### src/rtl/dac_spi_tx.sv
// rtl/dac_spi_tx.sv - 16-bit serial frame transmitter to a 12-bit DAC; DAC_SAT_EN selects clamped mapping
module dac_spi_tx #(
  parameter int         cant_bits = 13,
  parameter int         DIV       = 4,
  parameter logic [1:0] PD_MODE   = 2'b00
) (
  input  logic                 clk,
  input  logic                 rst,
  input  logic                 start,
  input  logic [cant_bits-1:0] dato_in,
  output logic                 cs,
  output logic                 sclk,
  output logic                 sdata,
  output logic                 busy,
  output logic                 done
);

  // One counter serves both the sclk half-period and the inter-frame gap.
  localparam int            CW        = $clog2(2 * DIV) + 1;
  localparam logic [CW-1:0] HALF_LAST = CW'(DIV - 1);
  localparam logic [CW-1:0] GAP_LAST  = CW'(2 * DIV - 1);

  typedef enum logic [1:0] {ST_IDLE, ST_SHIFT, ST_GAP} state_t;

  state_t        state_q, state_d;
  logic [15:0]   shift_q, shift_d;
  logic [15:0]   pend_q, pend_d;
  logic          pend_v_q, pend_v_d;
  logic          sclk_q, sclk_d;
  logic          done_q, done_d;
  logic [CW-1:0] cnt_q, cnt_d;
  logic [3:0]    bit_q, bit_d;
  logic [11:0]   code_in;
  logic [15:0]   frame_in;

`ifdef DAC_SAT_EN
  // Clamp the signed sample into the unsigned 0..4095 DAC range.
  assign code_in = dato_in[cant_bits-1] ? 12'h000 :
                   (dato_in[cant_bits-2:0] > (cant_bits-1)'(4095)) ? 12'hFFF :
                   dato_in[11:0];
`else
  // Offset binary: flip the sign bit and keep the 11 bits below it.
  logic unused_lsbs;
  assign code_in     = {~dato_in[cant_bits-1], dato_in[cant_bits-2 -: 11]};
  assign unused_lsbs = ^dato_in[cant_bits-13:0];
`endif

  assign frame_in = {2'b00, PD_MODE, code_in};

  // Outputs decode straight from registered state.
  assign cs    = (state_q != ST_SHIFT);
  assign sdata = (state_q == ST_SHIFT) & shift_q[15];
  assign busy  = (state_q != ST_IDLE);
  assign sclk  = sclk_q;
  assign done  = done_q;

  // State and datapath registers with synchronous reset.
  always_ff @(posedge clk) begin
    if (rst) begin
      state_q  <= ST_IDLE;
      shift_q  <= '0;
      pend_q   <= '0;
      pend_v_q <= 1'b0;
      sclk_q   <= 1'b1;
      done_q   <= 1'b0;
      cnt_q    <= '0;
      bit_q    <= '0;
    end else begin
      state_q  <= state_d;
      shift_q  <= shift_d;
      pend_q   <= pend_d;
      pend_v_q <= pend_v_d;
      sclk_q   <= sclk_d;
      done_q   <= done_d;
      cnt_q    <= cnt_d;
      bit_q    <= bit_d;
    end
  end

  // Next-state logic: frame sequencing, sclk generation and pending capture.
  always_comb begin
    state_d  = state_q;
    shift_d  = shift_q;
    pend_d   = pend_q;
    pend_v_d = pend_v_q;
    sclk_d   = sclk_q;
    done_d   = 1'b0;
    cnt_d    = cnt_q;
    bit_d    = bit_q;

    // Any start while a frame or gap is running parks the newest sample.
    if (start && (state_q != ST_IDLE)) begin
      pend_d   = frame_in;
      pend_v_d = 1'b1;
    end

    case (state_q)
      ST_IDLE: begin
        sclk_d = 1'b1;
        if (start) begin
          shift_d = frame_in;
          state_d = ST_SHIFT;
          cnt_d   = '0;
          bit_d   = '0;
        end
      end

      ST_SHIFT: begin
        if (cnt_q == HALF_LAST) begin
          cnt_d = '0;
          if (sclk_q) begin
            sclk_d = 1'b0;
          end else if (bit_q == 4'd15) begin
            sclk_d  = 1'b1;
            done_d  = 1'b1;
            state_d = ST_GAP;
          end else begin
            sclk_d  = 1'b1;
            shift_d = {shift_q[14:0], 1'b0};
            bit_d   = bit_q + 4'd1;
          end
        end else begin
          cnt_d = cnt_q + 1'b1;
        end
      end

      ST_GAP: begin
        if (cnt_q == GAP_LAST) begin
          cnt_d    = '0;
          bit_d    = '0;
          pend_v_d = 1'b0;
          if (start) begin
            shift_d = frame_in;
            state_d = ST_SHIFT;
          end else if (pend_v_q) begin
            shift_d = pend_q;
            state_d = ST_SHIFT;
          end else begin
            state_d = ST_IDLE;
          end
        end else begin
          cnt_d = cnt_q + 1'b1;
        end
      end

      default: state_d = ST_IDLE;
    endcase
  end

endmodule

### config.mk
export PLATFORM = sky130hd
export DESIGN_NAME = dac_spi_tx
export DESIGN_NICKNAME = d
export VERILOG_FILES = /design/src/rtl/dac_spi_tx.sv
export SDC_FILE = /design/constraint.sdc
export NUM_CORES = 1
export LEC_CHECK = 0
export CORE_ASPECT_RATIO = 1.5
export CORE_MARGIN = 1
export CORE_UTILIZATION = 56
export DETAILED_ROUTE_END_ITERATION = 10
export GPL_ROUTABILITY_DRIVEN = 0
export PLACE_DENSITY = 0.79
export SLEW_MARGIN = 20
export SYNTH_ARGS = -nofsm -noshare
export SYNTH_HDL_FRONTEND = slang
export SYNTH_SLANG_ARGS = --single-unit
### constraint.sdc
create_clock -name clk -period 2.95 [get_ports clk]
set_clock_uncertainty 0.15 [all_clocks]
set_input_delay 0.59 -clock clk [delete_from_list [all_inputs] [get_ports clk]]
set_output_delay 0.59 -clock clk [all_outputs]
set_load 0.01 [all_outputs]
# == Word-level counts from Yosys, hierarchy flattened ==
# Cells that the tools add are included.
# totals
register_bits,41
latch_bits,0
ramBits,0
mem_bits_ro,0
in_bits,16
elab_cells,70
n_memories,0
# op_classes
addsub,2
n_mul,0
div_mod_pow,0
magnitude_cmp,0
n_eq_ne,13
shift,0
muxes,32
bitwise,4
reduce_logical,11
# ops
cell,count
$mux W16,7
$pmux W16 S3,1
$mux W4,7
$pmux W4 S3,2
$mux W2,5
$add A4 B1 Y4 const B,2
$mux W1,8
$ne A2 B2 Y1 const B,4
$reduce_and A7 Y1,1
$ne A2 B1 Y1 const B,3
$pmux W2 S3,1
$reduce_and A6 Y1,1
$reduce_and A5 Y1,1
$eq A4 B2 Y1 const B,1
$eq A4 B3 Y1 const B,1
$eq A4 B4 Y1 const B,1
$reduce_and A2 Y1,2
$reduce_bool A2 Y1,2
$reduce_or A4 Y1,1
$ne A3 B3 Y1 const B,1
$not A1 Y1,3
$reduce_bool A3 Y1,1
$eq A2 B1 Y1 const B,1
$eq A2 B2 Y1 const B,1
other kinds (4),4

# == Depth between registers and ports, before layout ==
# Gate-level depths: netlist of the first run.
# depth
ltp_word,5
ltp_mapped,8
ltp_nobuf,6

# == Worst setup path before layout of the first run ==
# No wires, ideal clock.
# synth_path
path_type,flip-flop to flip-flop
start,register state_q[1]
end,register shift_q[10]
setup_ps,133
arrival_time_ps,1936
t_required_ps,2667
setup_slack_ps,731
stages_incl_launch_ff,9
n_path_buf,2
cell_sequence,dfxtp_1 > inv_1 > ha_1 > clkbuf_1 > nand4_1 > or4b_2 > nor2_1 > buf_2 > a311oi_1
# synth_between
elab_chain_len,3
# synth_lines
item,line,source
from (decl),25,"state_t state_q, state_d;"
from (signal assigned),69,state_q <= state_d;
"$eq A2 B2 Y1, or another cell as far along",97,case (state_q)
"$ne A3 B3 Y1 (no source line), or another cell as far along",n/a,
$reduce_and A7 Y1 (no source line),n/a,
to (signal assigned),70,shift_q <= shift_d;
to (decl),26,"logic [15:0] shift_q, shift_d;"
# Several ways; a longest one is shown, not always the timed one.
# A chain may end at the register's enable or synchronous reset.

# == Worst setup path in the final report of the first run ==
# layout_path
start,register state_q[1]
end,output cs
# layout_between
elab_chain_len,1
# layout_lines
item,line,source
$ne A2 B1 Y1,51,assign cs = (state_q != ST_SHIFT);
to (decl),11,"output logic cs,"
# Every way passes these cells.

==> flow_summary.json, run 1 <==
{
  "routed.top_layer": "met4",
  "grt-ovfl-total": 0,
  "cp_cell_sequence": "inv_1 -> ha_1 -> buf_4 -> inv_1 -> clkdlybuf4s50_1",
  "dpl_cell_area_um2": 2252,
  "cts_root_buffer": "clkbuf_8",
  "tightest_slew_ns": 0.4410,
  "fin_crit_sh_pct": 90.01,
  "ys_warn_count": 0,
  "fp.coreArea_um2": 3416,
  "synthTopCellsByArea": "dfxtp_1 (41%), a21oi_1 (7.9%), nand2_1 (5.8%), a311oi_1 (4.8%), nand3_1 (4.5%)",
  "drt_iter0_drc": 65,
  "fin_setup_tns_ns": 0,
  "rsz0062_at_grt": "false",
  "setup_viol": 0,
  "hpwl_um": 3155,
  "final_hold_viol_count": 0,
  "io_pins": 21,
  "vias_per_cell": 6.262,
  "max_slew_margin_pct": 70.60,
  "wl_per_cell_um": 15.52,
  "cts_max_level": 2,
  "synth.distinct_cells": 43,
  "crit_required_ns": 2.21,
  "ant_nets": 0,
  "clk_pin_slew_worst_paths_ns": 0.08,
  "path_buf_inv": 4,
  "grt.total_usage_pct": 25.73,
  "status": "finished clean",
  "netlist_area_um2": 2021,
  "die_area_um2": 3857,
  "vdd_drop_max_mv": 0.5764,
  "grt_pass1_vias": 1713,
  "post-route-min-period_ns": 2.655,
  "cp_top_family": "buffers and inverters",
  "synth-edff-count": 0,
  "critPathMaxStageDelay_ns": 0.46,
  "worstHoldStart": "pend_q[7]$_SDFFE_PP0P_",
  "wl_met3_um": 180,
  "wirelength_um": 4687,
  "p_per_area_nw_per_um2": 798.2,
  "fmax_mhz": 376.6,
  "drv_cap": 0,
  "fin_cells": 302,
  "cp.arrival_ns": 1.92,
  "worstReg2RegStart": "state_q[1]$_SDFFE_PP0P_",
  "synth_flop_cell": "dfxtp_1",
  "grt_max_degree": 24,
  "synth.ff_latch_count": 41,
  "critPathLaunch": "state_q[1]$_SDFFE_PP0P_",
  "antenna_found_initial": 0,
  "wl_met1_um": 1906,
  "area_growth_pct": 15.54,
  "synthArstFlopShare_pct": 0,
  "num_vias": 1891,
  "synth_seq_area_share_pct": 40.62,
  "cts_buffer_depth": 2,
  "stdcell_area_um2": 2335,
  "synthCells": 242,
  "post_cts_buffers": 0,
  "endpoint_kind": "output port",
  "num_rows": 26,
  "first_pass_iters": 5,
  "crit_type": "flop to output port",
  "fp.dieW_um": 51.05,
  "syn_avg_cell_area_um2": 8.350,
  "drive_gt1_share_pct": 8.077,
  "drc": 0,
  "cts-resized-gates": 0,
  "crit_fanout": 13,
  "power.leakage_nw": 0.8343,
  "hold_buffers": 0,
  "met2WireLength_um": 2507,
  "crit_path_frequent_cell": "inv_1",
  "cts_buffers": 5,
  "critPathLaunchType": "flop",
  "synth_nets": 265,
  "grt_pass1_wl_um": 7534,
  "layout_commonest_cell": "dfxtp_1",
  "clkLatencyLatePin_ns": 0.30,
  "place_inst": 294,
  "layout_common_cells": "dfxtp_1 (41), a21oi_1 (32), nand2_1 (31)",
  "nets": 282,
  "synth_top_cell_by_area": "dfxtp_1",
  "initial_utilization_pct": 59.16,
  "cpMaxStageDelayCell": "clkdlybuf4s50_1",
  "cts_sinks": 41,
  "port_buffers": 19,
  "slew_violations": 0,
  "die_y_um": 75.57,
  "diodes": 0,
  "cts_tree": "done",
  "hold_path_class": "flop to flop",
  "synth_top_area_share_pct": 40.62
}
[routing by layer]
| layer | vias to the layer above | track usage [%] |
|---|---|---|
| li1 | 930 | - |
| met2 | 56 | 48.39 |
| met3 | 10 | 4.391 |
| met4 | 0 | 11.73 |
| met1 | 895 | 27.69 |
| met5 | - | 0 |
[report_power, final]
group	total [mW]	internal, mW	switching [mW]
clock	0.361	0.164	0.196
combinational	0.751	0.298	0.453
sequential	0.752	0.676	0.0763
[registers in the layout, summed over array words and instances, names as in the netlist]
signal,flops
bit_q,4
cnt_q,4
done,1
pend_q,12
pend_v_q,1
sclk,1
shift_q,16
state_q,2
[logic make-up after synthesis]
group | count (synthesis) | synth area share [%]
AOI/OAI and AO/OA | 84 | 27.55
muxes | 1 | 0.4954
DFF | 41 | 40.62
and+or+nand+nor | 82 | 21.42
adders and majority gates | 7 | 4.334
buffers and inverters | 27 | 5.572
[cell usage after synthesis, types with 3 or more instances]
cell,number
dfxtp_1,41
a21oi_1,32
nand2_1,31
nand3_1,18
clkbuf_1,13
a22oi_1,11
a311oi_1,11
inv_1,9
o21ai_0,9
ha_1,7
nor2_1,6
nand4_1,5
a211oi_1,4
nor2b_1,4
and2_1,3
buf_2,3
o211ai_1,3
[metrics by stage]
| stage | hold WS, ns | power (mW) | setup WS, ns | utilization [%] |
|---|---|---|---|---|
| floorplan | 0.2865 | 1.278 | 0.7307 | - |
| global placement | 0.2923 | 1.487 | 0.2309 | 65.93 |
| detailed placement | 0.2975 | 1.504 | 0.2041 | 65.93 |
| CTS | 0.3089 | 1.865 | 0.2699 | 68.35 |
| global route | 0.3290 | 1.970 | 0.1361 | 68.35 |
| finish | 0.3068 | 1.864 | 0.2946 | 68.35 |
[path summary, 6_finish.rpt]
kind,slack (ns),depth (start not counted),to
min reg2reg,0.31,2,pend_q[7]$_SDFFE_PP0P_
min,0.31,2,pend_q[7]$_SDFFE_PP0P_
max,0.29,5,cs
max reg2reg,0.57,7,shift_q[4]$_SDFFE_PP0P_
[worst min-delay path, stage by stage, from the launching register on]
cell and delay, ns:
dfxtp_1 0.31, nand2_1 0.05, a21oi_1 0.05
[cell type report]
cell class	instances	area (µm²)
Clock buffer	6	72.57
Clock inverter	2	10.01
Fill cell	310	1081
Inverter	9	33.78
Multi-Input combinational cell	174	1087
Sequential cell	41	820.8
Tap cell	42	52.55
Timing Repair Buffer	28	257.7
No activity file was read; power rests on OpenSTA's default activity.
==> run 2, diff against run 1 <==
--- a/config.mk
+++ b/config.mk
@@ -5,7 +5,6 @@
 export SDC_FILE = /design/constraint.sdc
 export NUM_CORES = 1
 export LEC_CHECK = 0
-export CORE_ASPECT_RATIO = 1.5
 export CORE_MARGIN = 1
 export CORE_UTILIZATION = 56
 export DETAILED_ROUTE_END_ITERATION = 10
==> constraint.sdc (replaced) <==
create_clock -name clk -period 3 [get_ports clk]
set_clock_uncertainty 0.15 [all_clocks]
set_input_delay 0.6 -clock clk [delete_from_list [all_inputs] [get_ports clk]]
set_output_delay 0.6 -clock clk [all_outputs]
set_load 0.01 [all_outputs]
==> run 2 against run 1 <==
Net effect: clock power increased by 3%; count of clock-buffer cells in the layout rose by 1; sequential share of layout area fell by 0.45 points; global-route usage rose by 0.94 points; via count increased by 1.4%; critical path type unchanged; highest routed layer unchanged.
==> flow_summary.json, run 2 (same netlist as run 1, synthesis figures left out) <==
{
  "post_cts_buffers": 0,
  "grt_pass1_wl_um": 7376,
  "initial_utilization_pct": 59.62,
  "fp.dieW_um": 62.07,
  "cts_max_level": 2,
  "holdPathStages": 2,
  "wirelength_um": 4634,
  "status": "finished clean",
  "critPathLaunch": "state_q[1]$_SDFFE_PP0P_",
  "grt_max_degree": 34,
  "clk_pin_slew_worst_paths_ns": 0.11,
  "die_area_um2": 3853,
  "grt_most_used_layer": "met2",
  "cts_sinks": 41,
  "setup_viol": 0,
  "combPwrFrac_pct": 41.1,
  "top_regs": "shift_q: 16 flops, pend_q: 12 flops",
  "pre_cts_ws_ns": 0.3198,
  "antenna_found_initial": 0,
  "diodes": 0,
  "endpoint_kind": "output port",
  "fin_setup_tns_ns": 0,
  "tightest_slew_ns": 0.4545,
  "fin_crit_sh_pct": 91.92,
  "layout_commonest_cell": "dfxtp_1",
  "drv_cap": 0,
  "reg2reg_slack_ns": 0.49,
  "use_met1_pct": 34.74,
  "finalWorstSetupSlack_ns": 0.2423,
  "drive_gt1_share_pct": 9.125,
  "p_per_area_nw_per_um2": 794.9,
  "post-route-min-period_ns": 2.758,
  "drt_iter0_drc": 263,
  "crit_fanout": 14,
  "cp.arrival_ns": 2.01,
  "hold_buffers": 0,
  "fp.coreArea_um2": 3390,
  "dpl_cell_area_um2": 2280,
  "stdcell_area_um2": 2365,
  "die_y_um": 62.07,
  "clkLatencyLatePin_ns": 0.35,
  "grt_use_met2_pct": 43.77,
  "area_growth_pct": 17.03,
  "vdd_drop_max_mv": 0.4183,
  "power_frac_seq_pct": 39.1,
  "r2r-end": "shift_q[2]$_SDFFE_PP0P_",
  "first_pass_iters": 4,
  "nets": 285,
  "cts_buffers": 5,
  "multi_input_area_um2": 1087,
  "hpwl_um": 3213,
  "hold_end": "pend_q[8]$_SDFFE_PP0P_",
  "largest_reg_flops": 16,
  "r2r_cells": 7,
  "worstHoldStart": "pend_q[8]$_SDFFE_PP0P_",
  "vias_per_cell": 6.207,
  "wl_per_cell_um": 15.00,
  "whs_ns": 0.3147,
  "max_slew_margin_pct": 69.56,
  "swShare_pct": 37.44,
  "grt.total_usage_pct": 26.67,
  "num_vias": 1918,
  "num_rows": 21,
  "power.leakage_nw": 0.8503,
  "crit_required_ns": 2.25,
  "p_sw_mw": 0.7039,
  "grt_pass1_vias": 1695,
  "crit_type": "flop to output port",
  "cell_internal_pwr_mw": 1.176,
  "drc": 0,
  "cts_root_buffer": "clkbuf_4",
  "gr-usage-met3_pct": 5.590,
  "io_pins": 21,
  "ant_nets": 0,
  "hold_path_class": "flop to flop",
  "p_clk_share_pct": 19.8,
  "cts_tree": "done",
  "grt-ovfl-total": 0,
  "port_buffers": 19,
  "rsz0062_at_grt": "false",
  "fill_cells": 256,
  "slew_violations": 0,
  "cts_buffer_depth": 2,
  "cts-resized-gates": 0,
  "critPathLaunchType": "flop",
  "largest_register": "shift_q",
  "final_util_pct": 69.77,
  "final_hold_viol_count": 0,
  "fmax_mhz": 362.6,
  "layout_common_cells": "dfxtp_1 (41), a21oi_1 (32), nand2_1 (31)",
  "worstReg2RegStart": "state_q[0]$_SDFFE_PP0P_",
  "seq_area_um2": 820.8
}
-- run 2: power groups by stage --
stage	Clock, mW	Combinational, mW	Sequential [mW]
floorplan	0	0.532	0.724
global placement	0	0.747	0.742
detailed placement	0	0.760	0.744
CTS	0.379	0.762	0.731
global route	0.405	0.848	0.743
finish	0.372	0.772	0.736
-- run 2: worst max-delay path by stage --
| stage | slack, ns | end | cells after the start |
|---|---|---|---|
| CTS | 0.26 | sdata | 5 |
| global placement | 0.34 | shift_q[1]$_SDFFE_PP0P_ | 6 |
| finish | 0.24 | sdata | 5 |
| floorplan | 0.78 | shift_q[10]$_SDFFE_PP0P_ | 8 |
| global route | 0.13 | sdata | 5 |
| detailed placement | 0.32 | shift_q[2]$_SDFFE_PP0P_ | 6 |
-- run 2: critical path: stages (launching register included) --
cell and delay (ns):
dfxtp_1 0.35, inv_1 0.13, ha_1 0.29, buf_4 0.23, and2_1 0.14, clkdlybuf4s50_1 0.52
-- run 2: metrics by stage --
step	total power, mW	instances
finish	1.880	309
global route	1.996	309
CTS	1.872	309
detailed placement	1.503	301
global placement	1.489	301
floorplan	1.256	242
-- run 2: cell type report --
cell class,count,share of cell area [%]
Clock buffer,7,2.328
Clock inverter,1,1.270
Inverter,9,1.429
Multi-Input combinational cell,174,45.98
Sequential cell,41,34.71
Tap cell,46,2.434
Timing Repair Buffer,31,11.85
-- run 2: routing by layer --
metal	vias to the layer above	part of all wire [%]
met3	7	5.2
met2	55	47
met5	-	0
met1	922	47
li1	934	-
met4	0	1.2
